<file path="src/rtl/register_bank_sb.sv">
//============================================================================
// Module   : register_bank_sb
// Brief    : Decode-stage register bank with two combinational read ports,
//            a dedicated PC port, optional write bypass and a busy scoreboard.
// Revision : 1.0  initial release
//============================================================================
`default_nettype none

module register_bank_sb #(
    parameter int WIDTH  = 16,
    parameter int NREGS  = 8,
    parameter int AW     = 3,
    parameter int PC_IDX = 7,
    parameter int BYPASS = 1
) (
    input  logic             clk,
    input  logic             reset,
    input  logic [AW-1:0]    rd_addr1,
    input  logic [AW-1:0]    rd_addr2,
    output logic [WIDTH-1:0] rd_data1,
    output logic [WIDTH-1:0] rd_data2,
    output logic             equal,
    output logic             busy1,
    output logic             busy2,
    input  logic             wr_en,
    input  logic [AW-1:0]    wr_addr,
    input  logic [WIDTH-1:0] wr_data,
    input  logic             pc_wr_en,
    input  logic [WIDTH-1:0] pc_in,
    output logic [WIDTH-1:0] pc_out,
    input  logic             issue_en,
    input  logic [AW-1:0]    issue_addr,
    input  logic             flush
);

    localparam logic [AW-1:0] c_pcAddr = AW'(PC_IDX);

    logic [WIDTH-1:0] r_regFile [NREGS];
    logic [NREGS-1:0] r_busy;
    logic [NREGS-1:0] w_busyNext;

    // General write is applied after the PC write so it wins on a PC_IDX conflict.
    always_ff @(posedge clk or negedge reset) begin
        if (!reset) begin
            for (int i = 0; i < NREGS; i++) begin
                r_regFile[i] <= '0;
            end
        end else begin
            if (pc_wr_en) begin
                r_regFile[PC_IDX] <= pc_in;
            end
            if (wr_en) begin
                r_regFile[wr_addr] <= wr_data;
            end
        end
    end

    // A newly issued producer outranks a same-cycle writeback to its destination.
    always_comb begin
        w_busyNext = r_busy;
        for (int i = 0; i < NREGS; i++) begin
            if (flush) begin
                w_busyNext[i] = 1'b0;
            end else if (issue_en && (issue_addr == AW'(i))) begin
                w_busyNext[i] = 1'b1;
            end else if (wr_en && (wr_addr == AW'(i))) begin
                w_busyNext[i] = 1'b0;
            end
        end
    end

    always_ff @(posedge clk or negedge reset) begin
        if (!reset) begin
            r_busy <= '0;
        end else begin
            r_busy <= w_busyNext;
        end
    end

    generate
        if (BYPASS != 0) begin : g_bypass
            logic w_wrHit1;
            logic w_wrHit2;
            logic w_pcHit1;
            logic w_pcHit2;

            assign w_wrHit1 = wr_en && (wr_addr == rd_addr1);
            assign w_wrHit2 = wr_en && (wr_addr == rd_addr2);
            assign w_pcHit1 = pc_wr_en && (rd_addr1 == c_pcAddr);
            assign w_pcHit2 = pc_wr_en && (rd_addr2 == c_pcAddr);

            assign rd_data1 = w_wrHit1 ? wr_data :
                              w_pcHit1 ? pc_in   : r_regFile[rd_addr1];
            assign rd_data2 = w_wrHit2 ? wr_data :
                              w_pcHit2 ? pc_in   : r_regFile[rd_addr2];

            // A value being forwarded this cycle is already available.
            assign busy1 = r_busy[rd_addr1] && !w_wrHit1;
            assign busy2 = r_busy[rd_addr2] && !w_wrHit2;
        end else begin : g_noBypass
            assign rd_data1 = r_regFile[rd_addr1];
            assign rd_data2 = r_regFile[rd_addr2];
            assign busy1    = r_busy[rd_addr1];
            assign busy2    = r_busy[rd_addr2];
        end
    endgenerate

    assign equal  = (rd_data1 == rd_data2);
    assign pc_out = r_regFile[PC_IDX];

endmodule

`default_nettype wire

</file>
<file path="config.mk">
export PLATFORM = sky130hd
export DESIGN_NAME = register_bank_sb
export DESIGN_NICKNAME = d
export VERILOG_FILES = /design/src/rtl/register_bank_sb.sv
export SDC_FILE = /design/constraint.sdc
export NUM_CORES = 1
export LEC_CHECK = 0
export ABC_AREA = 1
export CORE_ASPECT_RATIO = 1.5
export CORE_MARGIN = 2
export CORE_UTILIZATION = 35
export DETAILED_ROUTE_END_ITERATION = 12
export PLACE_DENSITY_LB_ADDON = 0.1
export SYNTH_ARGS = -nofsm -noshare
export SYNTH_HDL_FRONTEND = slang
export SYNTH_SLANG_ARGS = --single-unit
</file>
<file path="constraint.sdc">
create_clock -name clk -period 3.4 [get_ports clk]
set_clock_uncertainty 0.15 [all_clocks]
set_input_delay 0.68 -clock clk [delete_from_list [all_inputs] [get_ports clk]]
set_output_delay 0.68 -clock clk [all_outputs]
set_load 0.02 [all_outputs]
</file>
==> flow_metrics.tcl, run 1 <==
set metrics [dict create \
    max_cap_viol_count 0 \
    start_util_pct 35.5 \
    min_period_ns 3.33 \
    htreeDepth 4 \
    layout_commonest_cell "nand2_1" \
    clock_sinks 136 \
    setup_viol 0 \
    final-instance-count-excl-fill 1952 \
    design_area_mm2 0.0122 \
    yosysTopAreaCell "dfrtp_1" \
    grt_pass1_wl_um 53700 \
    grt-ovfl-total 0 \
    seq_area_frac_synth_pct 37.3 \
    synth-seq-cells 136 \
    portBuffers 100 \
    clkSlewWorstSetupHoldPaths_ns 0.05 \
    drt_iter0_markers 958 \
    rsz0062_at_grt "true" \
    crit_required_ns 2.57 \
    slew_viol_final 0 \
    drtAntennaViolNets 0 \
    critPathMaxFanout 6 \
    grtUsageTotal_pct 25.8 \
    outcome "completed" \
    ys.warnings.count 0 \
    cts_made_buffers 17 \
    layout.nets 1657 \
    holdBufCountCts 0 \
    dp_hpwl_um 24500 \
    core_area_mm2 0.0258 \
    cts_buffer_depth 2 \
    fin_util_pct 47.3 \
    hold_viol 0 \
    ff2ff_setup_slack_ns 2.26 \
    drive_gt1_share_pct 15.9 \
    die_x_um 136 \
    synthToLayoutAreaGrowth_pct 33.3 \
    dieArea_mm2 0.0274 \
    dieHeight_um 202 \
    powerDensity_mw_per_mm2 464 \
    drc 0 \
    gp_congestion 0.887 \
    synth_cell_types 27 \
    worst_hold_path_type "in2async" \
    critPathKind "in2out" \
    fmax_ghz 0.300 \
    antenna_found_initial 0 \
    rr_endpoint "pc_out[2]" \
    post-route-period-util_pct 98.1 \
    syn_area_mm2 0.00914 \
    final_cell_mix "nand2_1 (519), nand3_1 (179), o21ai_0 (170), dfrtp_1 (136), buf_4 (126)" \
    grt_pass1_vias 9325 \
    num_antenna_cells 0 \
    yosysTopAreaCellShare_pct 37.3 \
    cts_tree "yes" \
    vias 9976 \
    path_cells "buf_8, clkinvlp_4, nand2_2, nand2_2, nor2_4, nand2_8, buf_6, nor2_1, a21oi_1, nand2_1, nand3_2, nor2_2, nand2_1, nor2_1, buf_4" \
    end_kind "primary output" \
    arrival_ns 2.50 \
    wl_per_cell_um 17.8 \
    synthCells 1432 \
    fill_cells 2725 \
    grt_max_degree 58 \
    max_slew_margin_pct 65.3 \
    clk_latency_ns 0.44 \
    pin_count 101 \
    cpPeakStageDelay_ns 0.23 \
    critPathSlowestCell "nor2_4" \
    p_leak_nw 6.12 \
    reg2reg_depth 4 \
    syn_nets 1482 \
    avgSynthCellArea_um2 6.38 \
    ir_drop_mv 0.343 \
    start_kind "input pin" \
    cts_root_buf "clkbuf_16" \
    routed_wl_um 34800 \
    num_rows 72 \
    place_area_mm2 0.0113 \
    vias_per_cell 5.11 \
    tightestPinTransition_ns 0.520 \
    place_inst 1910 \
    first_pass_iters 5 \
    r2r-start "pc_out[2]" \
    synth.area.top_cells "dfrtp_1 (37%), nand2_1 (22%), nand3_1 (10%), o21ai_0 (9.4%), nor2_1 (5.0%)" \
]
-- logic make-up after synthesis --
kind of cell	synth area share [%]
buf+inv	10.6
mux	0.329
compound gates	13.2
flops	37.3
simple gates	38.6
-- metrics by stage --
stage | setup WS, ns | hold WS [ns] | power, mW | TNS, ns
after floorplan | 0.174 | 0.234 | 3.07 | 0
after global placement | -0.777 | 0.317 | 3.82 | -12.71
after detailed placement | -0.828 | 0.323 | 3.83 | -13.06
after CTS | -0.192 | 0.0451 | 5.63 | -0.192
after global routing | -0.0194 | 0.0699 | 5.98 | -0.0194
final | 0.0657 | 0.0433 | 5.64 | 0
-- flip-flops by register name, indices dropped and copies added, names as in the netlist --
register and flops:
r_regFile 112, r_busy 8, pc_out 16
-- timing repair --
action | 4_1_cts | 5_1_grt
setup buffers | 2 | 5
gates cloned | 1 | 3
gates resized for setup | 64 | 58
pin swaps | 3 | 25
setup endpoints to repair | 35 | 27
-- worst max-delay path by stage --
stage / startpoint / endpoint / cells after the start
after CTS: wr_en / equal / 17
final: rd_addr1[0] / equal / 15
after detailed placement: wr_addr[0] / equal / 16
after global placement: wr_addr[0] / equal / 16
after global routing: rd_addr1[0] / equal / 15
after floorplan: rd_addr1[0] / equal / 14
-- final cells by class --
class / count / area [um2] / share of cell area, %
Timing Repair Buffer: 258 / 2460 / 20.2
Sequential cell: 136 / 3400 / 28.0
Tap cell: 333 / 417 / 3.42
Clock inverter: 8 / 70.1 / 0.576
Clock buffer: 23 / 498 / 4.09
Multi-Input combinational cell: 1087 / 4890 / 40.2
Timing Repair inverter: 1 / 8.76 / 0.0719
Inverter: 106 / 425 / 3.49
-- metal layers --
layer  vias to the layer above  wire (um)  global-route usage (%)  part of all wire, %
met5                         -          0                       0                    0
met4                         0        865                    8.89                  2.5
met3                        54       2030                    3.59                  5.8
met2                       322      16600                    42.6                   48
met1                      4666      15300                    34.6                   44
li1                       4934          -                       -                    -
-- power breakdown --
group	switching [mW]	total (mW)	internal (mW)	leakage, nW
combinational	0.993	1.71	0.718	4.13
clock	0.729	1.82	1.09	0.281
sequential	0.218	2.11	1.89	1.71
-- critical path, delay by kind of cell --
| family | cells | cell delay [ns] |
|---|---|---|
| AO/OA/AOI/OAI | 1 | 0.07 |
| buffers and inverters | 4 | 0.56 |
| AND/OR/NAND/NOR | 10 | 1.19 |
-- cell usage after synthesis (all sizes together) --
cell type / number
nand2: 530
nand3: 190
o21ai: 173
dfrtp: 136
nor2: 129
inv: 106
buf: 64
a21oi: 44
clkbuf: 40
o211ai: 8
a22oi: 3
mux2i: 3
a211oi: 2
a21boi: 2
nand4: 2
Note: power is estimated with default switching activity, not from simulation.
==> run 2: changes to the inputs <==
--- a/config.mk
+++ b/config.mk
@@ -10,7 +10,8 @@
 export CORE_MARGIN = 2
 export CORE_UTILIZATION = 35
 export DETAILED_ROUTE_END_ITERATION = 12
-export PLACE_DENSITY_LB_ADDON = 0.1
+export PLACE_DENSITY = 0.56
+export SLEW_MARGIN = 20
 export SYNTH_ARGS = -nofsm -noshare
 export SYNTH_HDL_FRONTEND = slang
 export SYNTH_SLANG_ARGS = --single-unit
==> run 2 against run 1 <==
Effect of this change: die area is the same; clock-buffer cell count shrank 2; global-route usage is 0.24 points higher; maximum frequency fell by 0.43%; critical endpoint unchanged.
==> flow_metrics.tcl, run 2 (synthesis gave the netlist of run 1 again) <==
set metrics [dict create \
    vias_per_cell 5.20 \
    final_cell_mix "nand2_1 (508), nand3_1 (170), o21ai_0 (168), buf_4 (149), dfrtp_1 (136)" \
    grt_pass1_wl_um 54400 \
    dp_hpwl_um 24800 \
    first_pass_iters 7 \
    die_x_um 136 \
    wl_per_cell_um 18.0 \
    htreeDepth 4 \
    synthToLayoutAreaGrowth_pct 39.4 \
    portBuffers 100 \
    drive_gt1_share_pct 19.8 \
    min_period_ns 3.35 \
    ff2ff_setup_slack_ns 2.27 \
    fill_cells 2621 \
    cts_tree "yes" \
    core_area_mm2 0.0258 \
    end_kind "primary output" \
    reg2reg_depth 4 \
    gp_congestion 0.864 \
    powerDensity_mw_per_mm2 463 \
    dieArea_mm2 0.0274 \
    start_util_pct 35.5 \
    antenna_found_initial 0 \
    crit_required_ns 2.57 \
    endpoint "equal" \
    vias 10300 \
    grtUsageTotal_pct 26.1 \
    ir_drop_mv 0.276 \
    holdBufCountCts 0 \
    arrival_ns 2.52 \
    max_slew_margin_pct 60.5 \
    worst_hold_path_type "in2async" \
    top_register "r_regFile" \
    cts_made_buffers 17 \
    start_kind "input pin" \
    clock_sinks 136 \
    num_rows 72 \
    max_cap_viol_count 0 \
    hold_viol 0 \
    clk_latency_ns 0.44 \
    critPathMaxFanout 5 \
    rr_endpoint "pc_out[2]" \
    drt_iter0_markers 949 \
    pin_count 101 \
    dieHeight_um 202 \
    post-route-period-util_pct 98.5 \
    fin_util_pct 49.4 \
    worstSetupStartpoint "rd_addr1[1]" \
    grt-ovfl-total 0 \
    r2r-start "pc_out[2]" \
    grt_pass1_vias 9701 \
    setup_viol 0 \
    largest_reg_flops 112 \
    slew_viol_final 0 \
    finalSetupTns_ns 0 \
    layout.nets 1686 \
    tightestPinTransition_ns 0.593 \
    routed_wl_um 35600 \
    drc 0 \
    grt_max_degree 60 \
    p_leak_nw 6.35 \
    layout_commonest_cell "nand2_1" \
    cts_buffer_depth 2 \
    fmax_ghz 0.299 \
    clkSlewWorstSetupHoldPaths_ns 0.06 \
    outcome "completed" \
    num_antenna_cells 0 \
    drtAntennaViolNets 0 \
    critPathKind "in2out" \
    cts_root_buf "clkbuf_16" \
]
## run 2: changes by cell type in the layout (fill, tap and decap cells not counted), sizes merged, moves of 2 or more
| cell | before | now |
|---|---|---|
| buf | 160 | 193 |
| dlymetal6s2s | 2 | 0 |
| clkinvlp | 4 | 6 |
| clkdlybuf4s15 | 8 | 4 |
| dlygate4sd2 | 26 | 28 |
| bufinv | 1 | 3 |
## run 2: worst max-delay path, cell delays in order
cell	delay (ns)
buf_6	0.10
buf_12	0.13
buf_12	0.12
nand4_4	0.15
clkinvlp_4	0.20
buf_6	0.17
a22oi_2	0.22
a21oi_2	0.09
nand2_1	0.09
nand3_2	0.10
nor2_4	0.15
nand2_1	0.07
nor2_1	0.11
buf_4	0.15
## run 2: layout make-up
| type | instances | area (um2) | share of cell area [%] |
|---|---|---|---|
| inverter | 106 | 430 | 3.38 |
| tap | 333 | 417 | 3.27 |
| clock inverter | 11 | 148 | 1.16 |
| timing repair buffer | 289 | 2850 | 22.4 |
| clock buffer | 21 | 460 | 3.62 |
| sequential | 136 | 3400 | 26.7 |
| multi-input combinational | 1086 | 5030 | 39.5 |
## run 2: worst min path at each step
stage	startpoint	to	slack (ns)
final	reset	r_regFile[68]	0.07
after global routing	reset	r_regFile[63]	0.11
after CTS	reset	r_regFile[63]	0.08
after detailed placement	r_regFile[109]	r_regFile[109]	0.32
after floorplan	reset	pc_out[0]	0.23
after global placement	r_regFile[121]	r_regFile[121]	0.32
## run 2: power by group
group	switching, mW	internal [mW]	total (mW)	leakage [nW]
registers	0.221	1.89	2.12	1.71
clock network	0.756	1.19	1.95	0.285
logic	1.05	0.788	1.84	4.35
## run 2: repair_timing
action | in CTS | in global routing
buffers inserted | 11 | 16
resized for setup | 83 | 117
endpoints found under the setup margin | 35 | 13
cloned | 2 | 4
pin swaps | 5 | 34
## run 2: stage by stage
stage          cell area [um2]  setup slack (ns)  total power [mW]  hold WS, ns  cells
3_3_place_gp             11400             -1.00              3.83        0.318   1918
5_1_grt                  12700           -0.0587              6.24        0.111   1982
2_1_floorplan             9140             0.174              3.07        0.234   1432
6_report                 12700            0.0512              5.90       0.0662   1982
3_5_place_dp             11400             -1.02              3.85        0.324   1918
4_1_cts                  12200            -0.130              5.80       0.0821   1963
## run 2: routing by layer
metal	part of all wire, %	wire length [um]	vias to the layer above	GRT usage [%]
met5	0	0	-	0
met4	2.9	1050	0	10.5
met3	6.9	2450	76	4.97
met2	48	17200	433	42.6
met1	42	14900	4808	33.7
li1	-	-	4990	-
==> run 3: changes to the inputs <==
--- a/config.mk
+++ b/config.mk
@@ -6,11 +6,13 @@
 export NUM_CORES = 1
 export LEC_CHECK = 0
 export ABC_AREA = 1
+export ABC_CLOCK_PERIOD_IN_PS = 3400
 export CORE_ASPECT_RATIO = 1.5
 export CORE_MARGIN = 2
 export CORE_UTILIZATION = 35
 export DETAILED_ROUTE_END_ITERATION = 12
 export PLACE_DENSITY = 0.56
+export REMOVE_ABC_BUFFERS = 1
 export SLEW_MARGIN = 20
 export SYNTH_ARGS = -nofsm -noshare
 export SYNTH_HDL_FRONTEND = slang
==> run 3 against run 2 <==
Effect of this change: routed wire length increased by 2.7%; clock power is 14% lower; sequential power barely moved; critical path depth is 1 higher; global-route usage up 1.1 points; final area is 4.2% lower; cell count fell by 0.96%; critical path type unchanged.
==> flow_metrics.tcl, run 3 (synthesis gave the netlist of run 1 again) <==
set metrics [dict create \
    outcome "completed" \
    cts_made_buffers 17 \
    arrival_ns 2.52 \
    num_antenna_cells 0 \
    wl_per_cell_um 18.6 \
    clkSlewWorstSetupHoldPaths_ns 0.05 \
    layout_commonest_cell "nand2_1" \
    crit_required_ns 2.57 \
    antenna_found_initial 0 \
    cts_buffer_depth 2 \
    first_pass_iters 5 \
    largest_reg_flops 112 \
    grt_pass1_vias 9959 \
    met1_usage_pct 32.9 \
    finalWorstSetupSlack_ns 0.0475 \
    met2_usage_pct 45.7 \
    start_util_pct 35.5 \
    grt_pass1_wl_um 55900 \
    cp_top_family "simple AND/OR/NAND/NOR gates" \
    vias_per_cell 5.22 \
    portBuffers 100 \
    vias 10200 \
    crit_top_cell "nand2_1" \
    setup_viol 0 \
    ir_drop_mv 0.369 \
    grt-ovfl-total 0 \
    top_usage_layer "met2" \
    core_area_mm2 0.0258 \
    drc 0 \
    critPathMaxFanout 5 \
    min_period_ns 3.35 \
    fin_util_pct 47.4 \
    slew_viol_final 0 \
    cts_root_buf "clkbuf_16" \
    critPathBufInv 5 \
    pre_cts_ws_ns -0.886 \
    dieHeight_um 202 \
    num_rows 72 \
    rsz0062_at_grt "true" \
    start_kind "input pin" \
    place_area_mm2 0.0114 \
    clock_sinks 136 \
    place_inst 1919 \
    max_slew_margin_pct 62.3 \
    final-instance-count-excl-fill 1963 \
    grtUsageTotal_pct 27.2 \
    cp.depth 15 \
    post-route-period-util_pct 98.6 \
    holdWs_ns 0.0483 \
    final_cell_mix "nand2_1 (514), nand3_1 (187), o21ai_0 (171), dfrtp_1 (136), buf_4 (135)" \
    critPathSlowestCell "clkinvlp_4" \
    powerDensity_mw_per_mm2 453 \
    worst_hold_path_type "in2async" \
    dieArea_mm2 0.0274 \
    fmax_ghz 0.298 \
    die_x_um 136 \
    max_cap_viol_count 0 \
    synthToLayoutAreaGrowth_pct 33.6 \
    grt_max_degree 58 \
    cpPeakStageDelay_ns 0.21 \
    top_register "r_regFile" \
    path_cells "clkbuf_4, buf_4, nand4_4, clkinvlp_4, buf_12, a21oi_4, nand2_2, nand2_2, nand2_1, nand2_1, nand2_1, nor2_1, nand2_1, nor2_2, buf_6" \
    drive_gt1_share_pct 16.3 \
    drt_iter0_markers 862 \
    clk_latency_ns 0.43 \
    design_area_mm2 0.0122 \
    dp_hpwl_um 25700 \
    reg2reg_depth 4 \
    p_leak_nw 6.13 \
    htreeDepth 4 \
    end_kind "primary output" \
    layout.nets 1672 \
    critPathKind "in2out" \
    finalPower_mw 5.53 \
    met3_usage_pct 4.34 \
    cts_tree "yes" \
    finalSetupTns_ns 0 \
    pin_count 101 \
    tightestPinTransition_ns 0.564 \
    gp_congestion 0.910 \
    hold_viol 0 \
    routed_wl_um 36600 \
    drtAntennaViolNets 0 \
]
==> run 3: changes by cell type in the layout (fill, tap and decap cells not counted), moves of 5 or more <==
cell             previous run  this run
nor2_1                    110       118
buf_6                      12        20
buf_4                     149       135
nand3_1                   170       187
nand2_1                   508       514
nor2_4                      8         3
nand2_2                    21        14
clkdlybuf4s50_1            54        59
nand3_2                    18         3
buf_12                     26        19
==> run 3: repair_timing <==
item                                    in CTS  in global routing
buffers inserted                             6                  9
gates resized for setup                     64                 63
endpoints found under the setup margin      35                 17
gates cloned                                 1                  2
hold buffers                                 0                  0
pin swaps                                    9                 20
==> run 3: worst paths after layout <==
| path | from | endpoint | slack, ns |
|---|---|---|---|
| worst max register to register | pc_out[6] | pc_out[6] | 2.41 |
| worst min-delay path | reset | r_regFile[56] | 0.05 |
| worst min register to register | r_regFile[121] | r_regFile[121] | 0.33 |
| worst max-delay path | rd_addr2[1] | equal | 0.05 |
| max in group asynchronous | reset | r_regFile[85] | 2.20 |
| min in group clk | r_regFile[121] | r_regFile[121] | 0.33 |
==> run 3: layer usage <==
metal	vias up	share of wire (%)	wire length [um]
met5	-	0	0
met4	0	5.2	1900
met3	109	5.9	2140
met2	384	49	17700
met1	4791	40	14800
li1	4954	-	-
==> run 3: final cells by class <==
type	instances	area, um2
clock buffer	22	454
clock inverter	5	52.6
fill	2730	13600
inverter	106	414
multi-input combinational	1086	4860
sequential	136	3400
tap	333	417
timing repair buffer	275	2600
==> run 3: report_power, final <==
group          internal (mW)  switching [mW]  total, mW
combinational          0.737            1.00       1.74
clock                  0.997           0.682       1.68
sequential              1.90           0.222       2.12
total                   3.63            1.90       5.53
